[src/rtl/nco_ring_mod_pkg.sv]
// rtl/nco_ring_mod_pkg.sv - shared types, defaults and sine table helper for nco_ring_mod
package nco_ring_mod_pkg;

  typedef enum logic [1:0] {
    MODE_RING  = 2'b00,
    MODE_AM    = 2'b01,
    MODE_AONLY = 2'b10,
    MODE_MUTE  = 2'b11
  } mode_e;

  localparam int DEF_PHASE_W = 16;
  localparam int DEF_LUT_AW  = 8;
  localparam int DEF_SAMP_W  = 8;
  localparam int DEF_OUT_W   = 8;

  // Quarter-wave entries are non-negative, so adding one half before
  // truncation rounds to nearest. Evaluated at elaboration only.
  function automatic int quarter_sine(input int i, input int lut_aw, input int samp_w);
    real amp;
    real ang;
    amp = real'((1 << (samp_w - 1)) - 1);
    ang = 2.0 * 3.14159265358979 * real'(i) / real'(1 << lut_aw);
    return $rtoi(amp * $sin(ang) + 0.5);
  endfunction

endpackage

[src/rtl/nco_ring_mod_lut.sv]
// rtl/nco_ring_mod_lut.sv - full-wave sine lookup built from a quarter-wave table
module sine_quarter_lut import nco_ring_mod_pkg::*; #(
  parameter int LUT_AW = DEF_LUT_AW,
  parameter int SAMP_W = DEF_SAMP_W
) (
  input  logic [LUT_AW-1:0]        addr,
  output logic signed [SAMP_W-1:0] sample
);

  localparam int QN = 1 << (LUT_AW - 2);

  // QN+1 entries so the 90 degree peak is stored exactly instead of mirrored.
  logic [SAMP_W-1:0] quarter_tab [0:QN];

  for (genvar i = 0; i <= QN; i++) begin : g_tab
    assign quarter_tab[i] = SAMP_W'(quarter_sine(i, LUT_AW, SAMP_W));
  end

  logic [1:0]        quad;
  logic [LUT_AW-3:0] idx;
  logic [LUT_AW-2:0] tab_idx;
  logic [SAMP_W-1:0] mag;

  // Odd quadrants walk the table backwards; the upper half-wave is negated.
  always_comb begin
    quad = addr[LUT_AW-1:LUT_AW-2];
    idx  = addr[LUT_AW-3:0];
    if (quad[0]) begin
      tab_idx = (LUT_AW-1)'(QN) - {1'b0, idx};
    end else begin
      tab_idx = {1'b0, idx};
    end
    mag    = quarter_tab[tab_idx];
    sample = quad[1] ? -$signed(mag) : $signed(mag);
  end

endmodule

[src/rtl/nco_ring_mod.sv]
// rtl/nco_ring_mod.sv - dual NCO ring modulator with wrap-synchronous config update
module nco_ring_mod import nco_ring_mod_pkg::*; #(
  parameter int PHASE_W = DEF_PHASE_W,
  parameter int LUT_AW  = DEF_LUT_AW,
  parameter int SAMP_W  = DEF_SAMP_W,
  parameter int OUT_W   = DEF_OUT_W
) (
  input  logic               clk,
  input  logic               rst_n,
  input  logic               sample_en,
  input  logic               sync,
  input  logic               cfg_valid,
  output logic               cfg_ready,
  input  logic [PHASE_W-1:0] cfg_incr_a,
  input  logic [PHASE_W-1:0] cfg_incr_b,
  input  logic [1:0]         cfg_mode,
  input  logic [1:0]         cfg_shift_b,
  output logic [OUT_W-1:0]   out_sample,
  output logic               out_valid
);

  localparam int PROD_W = 2 * SAMP_W;
  localparam int RSH    = 2 * SAMP_W - 1 - OUT_W;
  localparam logic signed [SAMP_W-1:0] FULL     = SAMP_W'((1 << (SAMP_W - 1)) - 1);
  localparam logic signed [SAMP_W-1:0] AM_OFS   = SAMP_W'(1 << (SAMP_W - 2));
  localparam logic signed [PROD_W-1:0] CLAMP_HI = PROD_W'((1 << (OUT_W - 1)) - 1);
  localparam logic signed [PROD_W-1:0] CLAMP_LO = -CLAMP_HI;
  localparam logic [OUT_W-1:0]         MID      = OUT_W'(1 << (OUT_W - 1));

  // Active and pending configuration.
  logic [PHASE_W-1:0] incr_a, incr_b, pend_incr_a, pend_incr_b;
  mode_e              mode, pend_mode;
  logic [1:0]         shift_b, pend_shift_b;
  logic               pend_valid;

  logic [PHASE_W-1:0] phase_a, phase_b;
  logic [PHASE_W:0]   sum_a;
  logic               cfg_fire, apply_cfg, launch;

  assign sum_a     = {1'b0, phase_a} + {1'b0, incr_a};
  assign cfg_ready = !pend_valid;
  assign cfg_fire  = cfg_valid && cfg_ready;
  assign launch    = sample_en && !sync;
  // A zero increment never wraps, so any sample strobe is a safe switch point.
  assign apply_cfg = pend_valid &&
                     (sync || (sample_en && (sum_a[PHASE_W] || incr_a == '0)));

  // Accept offers into the pending slot; promote it at a wrap or on sync.
  always_ff @(posedge clk or negedge rst_n) begin
    if (!rst_n) begin
      incr_a       <= '0;
      incr_b       <= '0;
      mode         <= MODE_MUTE;
      shift_b      <= '0;
      pend_incr_a  <= '0;
      pend_incr_b  <= '0;
      pend_mode    <= MODE_MUTE;
      pend_shift_b <= '0;
      pend_valid   <= 1'b0;
    end else if (cfg_fire) begin
      pend_incr_a  <= cfg_incr_a;
      pend_incr_b  <= cfg_incr_b;
      pend_mode    <= mode_e'(cfg_mode);
      pend_shift_b <= cfg_shift_b;
      pend_valid   <= 1'b1;
    end else if (apply_cfg) begin
      incr_a     <= pend_incr_a;
      incr_b     <= pend_incr_b;
      mode       <= pend_mode;
      shift_b    <= pend_shift_b;
      pend_valid <= 1'b0;
    end
  end

  // Phase accumulators; sync wins over the sample strobe.
  always_ff @(posedge clk or negedge rst_n) begin
    if (!rst_n) begin
      phase_a <= '0;
      phase_b <= '0;
    end else if (sync) begin
      phase_a <= '0;
      phase_b <= '0;
    end else if (sample_en) begin
      phase_a <= sum_a[PHASE_W-1:0];
      phase_b <= phase_b + incr_b;
    end
  end

  // P0: the LUTs read the pre-update phases in the launch cycle.
  logic signed [SAMP_W-1:0] lut_a, lut_b;

  sine_quarter_lut #(.LUT_AW(LUT_AW), .SAMP_W(SAMP_W)) u_lut_a (
    .addr   (phase_a[PHASE_W-1 -: LUT_AW]),
    .sample (lut_a)
  );

  sine_quarter_lut #(.LUT_AW(LUT_AW), .SAMP_W(SAMP_W)) u_lut_b (
    .addr   (phase_b[PHASE_W-1 -: LUT_AW]),
    .sample (lut_b)
  );

  logic                     v1, v2, mute2;
  logic signed [SAMP_W-1:0] sa1, sb1, b_eff;
  mode_e                    mode1;
  logic [1:0]               shift1;
  logic signed [PROD_W-1:0] prod2, scaled;
  logic signed [OUT_W-1:0]  res;

  // P1: register sines together with the mode active at launch.
  always_ff @(posedge clk or negedge rst_n) begin
    if (!rst_n) begin
      v1     <= 1'b0;
      sa1    <= '0;
      sb1    <= '0;
      mode1  <= MODE_MUTE;
      shift1 <= '0;
    end else begin
      v1 <= launch;
      if (launch) begin
        sa1    <= lut_a;
        sb1    <= lut_b;
        mode1  <= mode;
        shift1 <= shift_b;
      end
    end
  end

  // Effective B operand for each mode.
  always_comb begin
    b_eff = '0;
    case (mode1)
      MODE_RING:  b_eff = sb1 >>> shift1;
      MODE_AM:    b_eff = (sb1 >>> ({1'b0, shift1} + 3'd1)) + AM_OFS;
      MODE_AONLY: b_eff = FULL >>> shift1;
      default:    b_eff = '0;
    endcase
  end

  // P2: full-precision signed product.
  always_ff @(posedge clk or negedge rst_n) begin
    if (!rst_n) begin
      v2    <= 1'b0;
      mute2 <= 1'b0;
      prod2 <= '0;
    end else begin
      v2 <= v1;
      if (v1) begin
        prod2 <= PROD_W'(sa1) * PROD_W'(b_eff);
        mute2 <= (mode1 == MODE_MUTE);
      end
    end
  end

  // Floor-scale then clamp symmetrically so the code never reaches 0.
  always_comb begin
    scaled = prod2 >>> RSH;
    if (scaled > CLAMP_HI) begin
      res = CLAMP_HI[OUT_W-1:0];
    end else if (scaled < CLAMP_LO) begin
      res = CLAMP_LO[OUT_W-1:0];
    end else begin
      res = scaled[OUT_W-1:0];
    end
  end

  // P3: offset-binary output, held between samples.
  always_ff @(posedge clk or negedge rst_n) begin
    if (!rst_n) begin
      out_valid  <= 1'b0;
      out_sample <= MID;
    end else begin
      out_valid <= v2;
      if (v2) begin
        out_sample <= mute2 ? MID : {~res[OUT_W-1], res[OUT_W-2:0]};
      end
    end
  end

endmodule

[config.mk]
export PLATFORM = sky130hd
export DESIGN_NAME = nco_ring_mod
export DESIGN_NICKNAME = d
export VERILOG_FILES = /design/src/rtl/nco_ring_mod_pkg.sv /design/src/rtl/nco_ring_mod_lut.sv /design/src/rtl/nco_ring_mod.sv
export SDC_FILE = /design/constraint.sdc
export NUM_CORES = 1
export LEC_CHECK = 0
export BUFFER_PORTS_ARGS = -buffer_cell sky130_fd_sc_hd__buf_2
export CAP_MARGIN = 25
export CORE_MARGIN = 3
export CORE_UTILIZATION = 55
export CTS_BUF_LIST = sky130_fd_sc_hd__clkbuf_8
export DETAILED_ROUTE_END_ITERATION = 8
export PLACE_DENSITY = 0.76
export SYNTH_ARGS = -nofsm -noshare
export SYNTH_HDL_FRONTEND = slang
export SYNTH_HIERARCHICAL = 1
export SYNTH_SLANG_ARGS = --single-unit
[constraint.sdc]
create_clock -name clk -period 6.36 [get_ports clk]
set_input_delay 1.272 -clock clk [delete_from_list [all_inputs] [get_ports clk]]
set_output_delay 1.272 -clock clk [all_outputs]
set_load 0.01 [all_outputs]
==> reports/results.md <==
### Run status
• result of the run: finished, final reports clean

### Logic synthesis
• synthesized area per cell: 9.836 um2
• combinational family with the most area after synthesis: adder cells
• Post-Synth Simple-Gate Area: 14.20%
• fraction of the yosys area taken by sequential cells: 29.64%
• post-synthesis compound-gate area fraction: 15.75%
• Synth warnings: 6
• area share of xor/xnor cells in the synthesized design: 4.588%
• Syn Inst Count: 1256
• cell area after technology mapping: 12350 um2
• Top FF cell, synth: dfrtp_1
• library cell occupying the most area in the post-synthesis netlist: dfrtp_1
• number of synthesized flops with an enable pin: 0
• Post-Syn Nets: 1431
• post-synth top area share: 28.15%
• leading post-synthesis cells by cell area: dfrtp_1, fa_1, ha_1
• multiplexer fraction of the synthesized cell area: 13.24%
• post-synth cell types: 77
• FF+latch count, synth: 146
• ranking of synthesized cells by instance count: dfrtp_1, inv_1, nor2_1, nand2_1, ha_1
• share of flip-flops with an asynchronous set or reset after synthesis: 100.0%
• synthesized-area fraction occupied by adder cells: 16.97%
• count leader, synth: dfrtp_1

### Timing
• fin. max-slew vios: 0
• RSZ-0062 raised after global routing: no
• peak clock frequency supported by timing: 168.2 MHz
• pin slew with the least headroom to its limit: 1.009 ns
• max_slew headroom: 32.22%
• shortest period the worst path allows: 5.944 ns
• final-layout setup total negative slack: 0 ns
• Setup violations, final: 0
• Worst Skew: 0.02132 ns
• count of final hold-check violations: 0
• final clock period utilization by the worst path: 93.45%

### Cells and area
• relative area change from synthesis to final layout: 6.694%
• Antenna Diode Count: 0
• fraction of the core area covered by cells at the end of the flow: 60.03%
• Total Nets Final: 1458
• fraction of layout instances using a drive strength above 1: 18.44%

### Detailed routing
• Vias/cell: 5.956
• residual antenna-violating net count after detailed routing: 0
• number of vias in the routed layout: 9386
• total length of routed wires: 25390 um
• post-DR wirelength/cell: 16.11 um
• number of search-and-repair iterations in the first detailed-routing pass: 5
• number of remaining DRC errors: 0
• starting DRC count in detailed routing: 574

### Worst setup path
• cell type with the highest occurrence count on the critical path: fa_1
• Critical Path Stages: 19
• CP Launch Type: register
• library cell contributing the largest single delay on the critical path: fa_1
• longest individual stage delay on the worst path: 0.55 ns
• data arrival time of the critical path: 6.29 ns
• cell-by-cell trace of the critical path: ha_2, mux2_2, a21oi_1, o21ai_0, a31oi_2, nor2b_1, fa_1, fa_1, fa_1, inv_1, fa_1, inv_1, ha_1, or3_1, nor3_1, nor3_1, nand2b_1, o21a_1, o31ai_1
• kind of end point of the critical path: register
• family of cells with the greatest summed delay on the critical path: adder cells
• CP Class: register to register
• required time of the critical path: 6.70 ns
• reg2reg path depth: 19
• Worst Path Max Fanout: 9
• worst path buffer plus inverter count: 2

### Run
• max-cap check violation count: 0

### Global routing
• global-route wire length before repair: 43860 um
• overall overflow remaining after global route: 0
• via count of the first global-routing pass: 9209
• pin count of the biggest net entering global routing: 89
• overall routing resource usage: 21.50%
• number of antenna violations at the first check in global routing: 0

### CTS
• TritonCTS buffer count: 17
• clock transition at the registers of the reported paths: 0.10 ns
• CTS HTree Levels: 4
• TritonCTS clock tree: done
• root cell of the clock tree: clkbuf_8
• clock sink count: 146
• maximum buffer depth of the clock tree: 2
• clock insertion delay at the later pin of the skew report: 0.46 ns

### Floorplanning
• Initial Util: 56.26%
• die span in y: 155.9 um
• # rows: 54
• die outline width: 155.9 um
• placeable core region: 21960 um2
• area enclosed by the die boundary: 24300 um2
• Top Ports: 51

### Placed design
• RD Place Congestion: 0.8622
• total of buffers placed on input and output ports: 50
• HPWL Detailed: 18740 um

### Hold path
• number of stages on the worst hold path: 1
• type of the most critical hold path: register to register

through the flow:
step	worst slack (ns)	std cells	area, um2	hold slack [ns]
2_1_floorplan	0.6062	1256	12350	0.4125
6_report	0.4164	1576	13180	0.4931
3_3_place_gp	0.4158	1539	12730	0.4866
4_1_cts	0.1974	1574	13140	0.5007
5_1_grt	0.04956	1576	13180	0.5284
3_5_place_dp	0.2101	1542	12770	0.4916
cell type report:
cell class                 count  area (um2)
timing repair buffer          64       386.6
clock inverter                14       122.6
sequential                   146        3662
multi-input combinational    951        8025
clock buffer                  18       247.7
inverter                     103       386.6
fill                        1817        8777
tap                          280       350.3
registers in the layout (all words and copies together), names as in the netlist, 8 cells and up:
signal / count
sa1: 8
pend_incr_b: 16
phase_b: 16
incr_b: 16
prod2: 9
incr_a: 16
phase_a: 16
sb1: 8
out_sample: 8
pend_incr_a: 16
layout by cell type, fill, tap and decap left out, types with 8 or more instances in the layout:
| cell type | synthesis | layout |
|---|---|---|
| a21o_1 | 14 | 14 |
| xnor2_1 | 38 | 38 |
| nor2b_1 | 47 | 46 |
| dfrtp_1 | 139 | 139 |
| fa_1 | 56 | 56 |
| and2_1 | 20 | 20 |
| o21ai_0 | 64 | 64 |
| buf_2 | 20 | 49 |
| o211ai_1 | 15 | 15 |
| ha_1 | 78 | 77 |
| a21oi_1 | 50 | 50 |
| nor3_1 | 26 | 26 |
| nand3_1 | 19 | 19 |
| xor2_1 | 13 | 13 |
| or3_1 | 8 | 8 |
| a31oi_1 | 10 | 9 |
| mux2i_1 | 34 | 34 |
| mux2_2 | 69 | 69 |
| clkbuf_8 | 0 | 18 |
| o41ai_1 | 8 | 8 |
| mux2_4 | 30 | 30 |
| o31ai_1 | 14 | 14 |
| nand2b_1 | 23 | 23 |
| nor2_1 | 82 | 81 |
| a211oi_1 | 22 | 22 |
| inv_1 | 103 | 104 |
| nand2_1 | 79 | 79 |
| buf_4 | 0 | 12 |
worst reg2reg max path: cells and delay by family, from the launching register on:
kind,cells,cell delay (ns)
buf+inv,2,0.09
fa+ha+maj,6,2.70
flops,1,0.41
simple gates,5,1.07
compound gates,5,1.21
mux,1,0.37
kinds of logic after synthesis:
logic type,Yosys count
simple gates,345
mux,136
flops,146
fa+ha+maj,134
buf+inv,159
xor+xnor,57
compound gates,279
final timing paths:
kind	start	endpoint	slack [ns]
min in group asynchronous	rst_n	out_sample[3]	0.87
min reg2reg	pend_incr_a[13]	incr_a[13]	0.49
min	pend_incr_a[13]	incr_a[13]	0.49
max reg2reg	shift1[1]	prod2[13]	0.42
max	shift1[1]	prod2[13]	0.42
max in group asynchronous	rst_n	incr_a[11]	4.23
layer usage:
metal | up-vias | track usage, % | wire length (um)
met4 | 0 | 6.182 | 404
met1 | 4613 | 28.61 | 11450
met3 | 33 | 3.440 | 1051
met5 | - | 0 | 0
li1 | 4499 | - | -
met2 | 241 | 36.49 | 12480
what timing repair did:
action,in CTS,in global routing
hold buffers,0,0
buffers inserted,0,0
endpoints found under the setup margin,0,5
hold endpoints to repair,0,0
resized for setup,0,3
Power is not shown: default switching activity piles up to over one toggle a cycle in this logic, so the estimate is an artifact.
